### src/rtl/kernel_fanout_n.sv
// kernel_fanout_n: one input stream fanned out to N buffered output streams.
// MODE 0 broadcasts every word, MODE 1 distributes words round-robin.
module kernel_fanout_n #(
   parameter int WIDTH = 16,
   parameter int N     = 3,
   parameter int DEPTH = 2,
   parameter int MODE  = 0
) (
   input  logic             clk,
   input  logic             rst,
   output logic             running,
   input  logic [WIDTH-1:0] input_S1,
   input  logic             avail_S1,
   output logic             read_S1,
   output logic [N*WIDTH-1:0] output_S2,
   output logic [N-1:0]     write_S2,
   input  logic [N-1:0]     full_S2
);

   localparam int PW = (DEPTH > 1) ? $clog2(DEPTH) : 1;
   localparam int CW = $clog2(DEPTH + 1);
   localparam int RW = (N > 1) ? $clog2(N) : 1;

   logic [WIDTH-1:0] mem    [N][DEPTH];
   logic [PW-1:0]    rd_ptr [N];
   logic [PW-1:0]    wr_ptr [N];
   logic [CW-1:0]    count  [N];
   logic [RW-1:0]    rr;

   logic [N-1:0] wr_en;
   logic [N-1:0] space;
   logic [N-1:0] push;
   logic         space_all;
   logic         busy;
   logic         rd_en;

   // Drain enables, per-channel space and the accept decision.
   always_comb begin
      wr_en     = '0;
      space     = '0;
      push      = '0;
      space_all = 1'b1;
      busy      = 1'b0;
      for (int i = 0; i < N; i++) begin
         wr_en[i]  = (count[i] != '0) & ~full_S2[i] & ~rst;
         space[i]  = (count[i] < CW'(DEPTH)) | wr_en[i];
         space_all = space_all & space[i];
         busy      = busy | (count[i] != '0);
      end
      if (MODE == 0)
         rd_en = avail_S1 & space_all & ~rst;
      else
         rd_en = avail_S1 & space[rr] & ~rst;
      for (int i = 0; i < N; i++)
         push[i] = rd_en & ((MODE == 0) | (rr == RW'(i)));
   end

   // Pointer, occupancy and round-robin bookkeeping.
   always_ff @(posedge clk) begin
      if (rst) begin
         for (int i = 0; i < N; i++) begin
            rd_ptr[i] <= '0;
            wr_ptr[i] <= '0;
            count[i]  <= '0;
         end
         rr <= '0;
      end else begin
         for (int i = 0; i < N; i++) begin
            if (push[i])
               wr_ptr[i] <= (wr_ptr[i] == PW'(DEPTH - 1)) ? '0 : wr_ptr[i] + 1'b1;
            if (wr_en[i])
               rd_ptr[i] <= (rd_ptr[i] == PW'(DEPTH - 1)) ? '0 : rd_ptr[i] + 1'b1;
            if (push[i] & ~wr_en[i])
               count[i] <= count[i] + 1'b1;
            else if (~push[i] & wr_en[i])
               count[i] <= count[i] - 1'b1;
         end
         if ((MODE != 0) && rd_en)
            rr <= (rr == RW'(N - 1)) ? '0 : rr + 1'b1;
      end
   end

   // Buffer storage; contents after reset are irrelevant.
   always_ff @(posedge clk) begin
      for (int i = 0; i < N; i++)
         if (push[i])
            mem[i][wr_ptr[i]] <= input_S1;
   end

   // Each channel presents its oldest buffered word.
   always_comb begin
      output_S2 = '0;
      for (int i = 0; i < N; i++)
         output_S2[i*WIDTH +: WIDTH] = mem[i][rd_ptr[i]];
   end

   assign write_S2 = wr_en;
   assign read_S1  = rd_en;
   assign running  = avail_S1 | busy;

endmodule
### config.mk
export PLATFORM = sky130hd
export DESIGN_NAME = kernel_fanout_n
export DESIGN_NICKNAME = d
export VERILOG_FILES = /design/src/rtl/kernel_fanout_n.sv
export SDC_FILE = /design/constraint.sdc
export NUM_CORES = 1
export LEC_CHECK = 0
export ABC_AREA = 1
export BUFFER_PORTS_ARGS = -buffer_cell sky130_fd_sc_hd__buf_4
export CAP_MARGIN = 40
export CELL_PAD_IN_SITES_DETAIL_PLACEMENT = 1
export CELL_PAD_IN_SITES_GLOBAL_PLACEMENT = 1
export CORE_MARGIN = 5
export CORE_UTILIZATION = 46
export DETAILED_ROUTE_END_ITERATION = 10
export PLACE_DENSITY = 0.76
export RECOVER_POWER = 50
export SLEW_MARGIN = 10
export SYNTH_ARGS = -nofsm -noshare
export SYNTH_HDL_FRONTEND = slang
export SYNTH_SLANG_ARGS = --single-unit
### constraint.sdc
create_clock -name clk -period 3.1 [get_ports clk]
set_clock_uncertainty 0.2 [all_clocks]
set_input_delay 0.155 -clock clk [delete_from_list [all_inputs] [get_ports clk]]
set_output_delay 0.155 -clock clk [all_outputs]
set_load 0.01 [all_outputs]
## Word level (Yosys, flattened, before mapping)

Memory sizes are Yosys's and may differ from the RTL's.
Cells that the tools add are included.

- Magnitude comparators: 12
- $add $sub $neg: 12
- Multiplexer cells: 71
- Reduce and logical (&&, ||, !) cells: 6
- Bitwise logic cells: 48

Operator list:

| cell | count |
|---|---|
| two-way mux 16 bit | 12 |
| two-way mux 32 bit | 3 |
| demux 16 bit (select 1 bit) | 3 |
| two-way mux 1 bit | 47 |
| bitwise OR 1 bit | 18 |
| bitwise AND 1 bit | 16 |
| >= comparator 2 bit (second input constant) | 6 |
| two-way mux 2 bit | 6 |
| NOT 1 -> 2 bit | 6 |
| NOT 1 bit | 8 |
| adder 1 bit (second input constant) | 6 |
| adder 2 x 1 -> 2 bit (second input constant) | 3 |
| less-than comparator 2 x 1 -> 1 bit (second input constant) | 3 |
| less-than comparator 2 bit (second input constant) | 3 |
| nonzero test 2 bit | 3 |
| subtractor 2 x 1 -> 2 bit (second input constant) | 3 |
| logical AND 1 bit | 3 |

- Input port bits: 22
- Flip-flop bits (word level): 0
- Logic and storage cells: 153
- RAM bits: 108
- Memories: 4

Memories:

| memory | words | bits a word | rd ports | clocked after Yosys merged registers in | write ports | RTL line | RTL |
|---|---|---|---|---|---|---|---|
| mem | 3 | 32 | 3 | 0 | 3 | 24 | `logic [WIDTH-1:0] mem [N][DEPTH];` |
| count | 3 | 2 | 3 | 0 | 3 | 27 | `logic [CW-1:0] count [N];` |
| rd_ptr | 3 | 1 | 3 | 0 | 3 | 25 | `logic [PW-1:0] rd_ptr [N];` |
| wr_ptr | 3 | 1 | 3 | 0 | 3 | 26 | `logic [PW-1:0] wr_ptr [N];` |

## Longest topological paths before layout

- Depth after elaboration: 15
- Mapped depth: 12

## Worst setup path before layout

No wires, ideal clock.

- Path type: register to register
- Start: memory count[2][1] in the netlist's numbering
- End: memory mem[0][0] in the netlist's numbering, enable pin
- Required time: 2.511 ns
- Arrival: 1.994 ns
- Slack: 0.518 ns
- Clock period less this slack: 2.582 ns
- Buffers on the path: 1
- Library setup time: 0.389 ns
- Cell stages (with the launch flop): 9
- Path through: edfxtp_1 > inv_1 > ha_1 > nor2_8 > nand2_4 > a21oi_4 > nand4_1 > buf_2 > nor2_1

RTL lines:

| item | RTL line |
|---|---|
| from (decl) | 27 |
| to (decl) | 24 |

==> summary.txt <==
Run status
  • Outcome: finished clean

Clock network
  • CTS tree: done
  • CTS resizes: 0
  • CTS HTree Levels: 3
  • Cts bufs inserted: 9
  • Clock Tree Root: clkbuf_8
  • CTS sink cnt: 108
  • CTS Buffer Depth: 2
  • Clk pin slew, worst setup/hold paths: 100 ps
  • Clock latency on the worst-skew pair: 350 ps

Hold path
  • Hold/Removal Path Class: in2reg
  • Hold EP: rd_ptr[0][1]
  • Hold depth: 4
  • Hold Crit Start: full_S2[1]

Critical path
  • Worst Path Arrival: 2340 ps
  • Reg2Reg Setup Slack: 680 ps
  • Kind of cell adding the most delay to the critical path: simple AND/OR/NAND/NOR gates
  • Max FO, Critical Path: 5
  • Critical Path Start Type: flip-flop
  • Crit. End Element: flip-flop
  • Slowest cell delay on critical path: 330 ps
  • R2R cell count: 12
  • Reg2reg start: count[2][0]
  • Crit path cell chain: inv_1 -> ha_1 -> nor2_8 -> nand2_1 -> a21oi_1 -> nand3_1 -> nand2_1 -> nand2_2 -> nor2_2 -> nand3_1 -> nand2_1 -> inv_1
  • Worst Path Required: 3020 ps
  • Most Frequent Cell on Critical Path: nand2_1
  • Slowest CP cell: edfxtp_1
  • Worst Path Class, Setup: reg2reg
  • FF-to-FF End: count[2][0]
  • Buf/Inv on CP: 2

Pwr
  • Power Internal: 2.684 mW
  • Switching share of power: 30.22%
  • Pwr Density: 740.0 mW/mm2
  • Part of the power in registers: 51.4%
  • Sw Pwr: 1.162 mW
  • Maximum vdd drop: 0.0003709 V
  • Clock Power Share: 22.0%
  • Comb pwr share: 26.6%
  • Leak: 1.893 nW

STA
  • Final setup viols: 0
  • Pins over their slew limit: 0
  • Final min period: 2423 ps
  • Setup TNS: 0 ps
  • Max-slew headroom: 41.84%
  • Setup slack after layout: 676.7 ps
  • Fmax: 412.7 MHz
  • Final Hold Fails: 0
  • Worst-Margin Slew: 872.5 ps
  • RSZ-0062 raised after global routing: false
  • Crit share post-route: 78.17%

Floorplanning
  • Initial Util: 46.52%
  • Core Footprint: 0.009109 mm2
  • Die height: 106.0 um
  • Number of placement rows: 35
  • Die Wd: 106.0 um
  • Boundary Pins: 75
  • Die area: 0.01123 mm2

Placement
  • Port bufs: 74
  • Pre-CTS WS: 825.1 ps
  • GPL Wtd Cong: 0.7888
  • DP HPWL: 6.336 mm

Route
  • DR pass1 iterations: 4
  • Post-DRT Antenna Nets: 0
  • Final WL: 9.302 mm
  • Initial DRC Count: 86
  • DRC: 0
  • Vias per inst: 5.115
  • Drt wl/cell: 20.13 um
  • Routed via count: 2363

Cells and area
  • NumNets Final: 369
  • Area growth, synth to finish: 22.65%
  • ANT cells: 0
  • Final core occ: 57.06%
  • Filler instances: 869
  • Fraction of layout cells with a size suffix above 1: 35.61%

Global routing
  • GR Util All Layers: 17.47%
  • Initial antenna violation count: 0
  • Largest net degree at the start of global routing: 19
  • Vias in the first global route: 2599
  • First-pass GRT wire length: 14.62 mm
  • Total gr overflow: 0

Yosys
  • Synth Flop Type: edfxtp_1
  • Mapped Area: 0.004238 mm2
  • Cell accounting for the most synthesized area: edfxtp_1
  • Synth warn: 0
  • Avg Cell Area, Syn: 17.51 um2
  • Synthesized Nets: 265
  • Number of library cell types mapped by synthesis: 26
  • Sequential share of the synthesized area: 76.53%
  • Mapped Cells: 242
  • Post-synth ARST share: 0%
  • Main area contributors after synthesis: edfxtp_1 77%, mux2_2 13%, inv_1 1.7%
  • Commonest cells in the netlist: 108 x edfxtp_1, 48 x mux2_2, 19 x inv_1, 18 x nor2_1, 10 x nand2_1
  • Synthesis-stage register bit count: 108
  • Post-synth EDFFs: 108
  • Share of the synthesized area in the top cell type: 76.53%
  • Top-count cell post-synth: edfxtp_1

Flow run
  • Max-Cap Viols: 0
## stage by stage
stage          std cells  hold slack [ps]  cell area (um2)  power, mW
2_1_floorplan        242            53.87             4238      2.607
3_3_place_gp         429            175.2             4984      3.072
3_5_place_dp         429            179.8             4984      3.106
4_1_cts              462            9.650             5353      3.974
5_1_grt              462            52.92             5197      4.055
6_report             462            46.49             5197      3.846
## flip-flops by register name, summed over array words and instances (netlist names)
| name | flops |
|---|---|
| mem | 96 |
| wr_ptr | 3 |
| count | 6 |
| rd_ptr | 3 |
## tightest hold or removal path: stages
cell	delay, ps
buf_4	110
inv_1	60
a21oi_1	100
inv_1	60
## repair_timing
| item | CTS | global route |
|---|---|---|
| endpoints found under the hold margin | 99 | 0 |
| hold buffers | 17 | 0 |
| buffers inserted | 0 | 0 |
## kinds of logic (layout without fill, tap and decap cells)
logic type               Yosys count  in the layout  synth area share, %
buffers and inverters             28            137                2.657
adder cells (fa/ha/maj)            1              1               0.2952
multiplexers                      48             48                12.75
flip-flops                       108            108                76.53
AO/OA/AOI/OAI                      5              5               0.9153
XOR/XNOR                           3              3               0.6201
AND/OR/NAND/NOR                   49             49                6.229
## power by group through the flow
stage	clock [mW]	combinational, mW	sequential (mW)
final	0.848	1.02	1.98
after global routing	0.935	1.12	2.00
after CTS	0.873	1.12	1.99
after detailed placement	0	1.09	2.02
after global placement	0	1.06	2.01
after floorplan	0	0.718	1.89
## cells in the final DEF, fill, tap and decap left out
master,count
o211ai_1,1
bufinv_16,1
nand4_1,2
inv_8,1
dlygate4sd3_1,17
inv_4,1
inv_2,1
mux2_1,6
nand2_1,13
clkbuf_8,9
nor2_2,11
buf_4,52
inv_1,19
and2_4,1
mux2_2,42
a21oi_1,3
clkinv_4,3
o21ai_1,1
nand2_2,2
xnor2_1,2
nor2_1,12
ha_1,1
edfxtp_1,108
nor2_8,1
nand3_1,5
nor3_1,2
xor2_1,1
clkinv_1,2
clkbuf_1,31
## layer usage
layer  part of all wire [%]  GRT usage (%)  vias up
met2                     53          32.15       43
met1                     43          20.84     1218
li1                       -              -     1090
met4                    1.4          5.550        0
met5                      0              0        -
met3                    2.8          2.914       12
## how the worst max path moves through the flow
stage,slack (ps),start,end,cells after the start
after floorplan,520,count[2][1],mem[0][0],8
after global placement,890,count[2][1],mem[0][16],9
after detailed placement,830,count[2][1],mem[0][9],9
after CTS,770,count[2][1],mem[0][4],9
after global routing,450,count[2][1],count[2][1],12
final,680,count[2][0],count[2][0],12
## final cells by class
cell class	count	area, um2	area share, %
sequential	108	3243	62.40
clock buffer	9	123.9	2.383
timing repair buffer	100	676.9	13.02
inverter	21	81.33	1.565
multi-input combinational	106	858.3	16.51
tap	111	138.9	2.672
clock inverter	7	75.07	1.444
No activity file was read; power rests on OpenSTA's default activity.
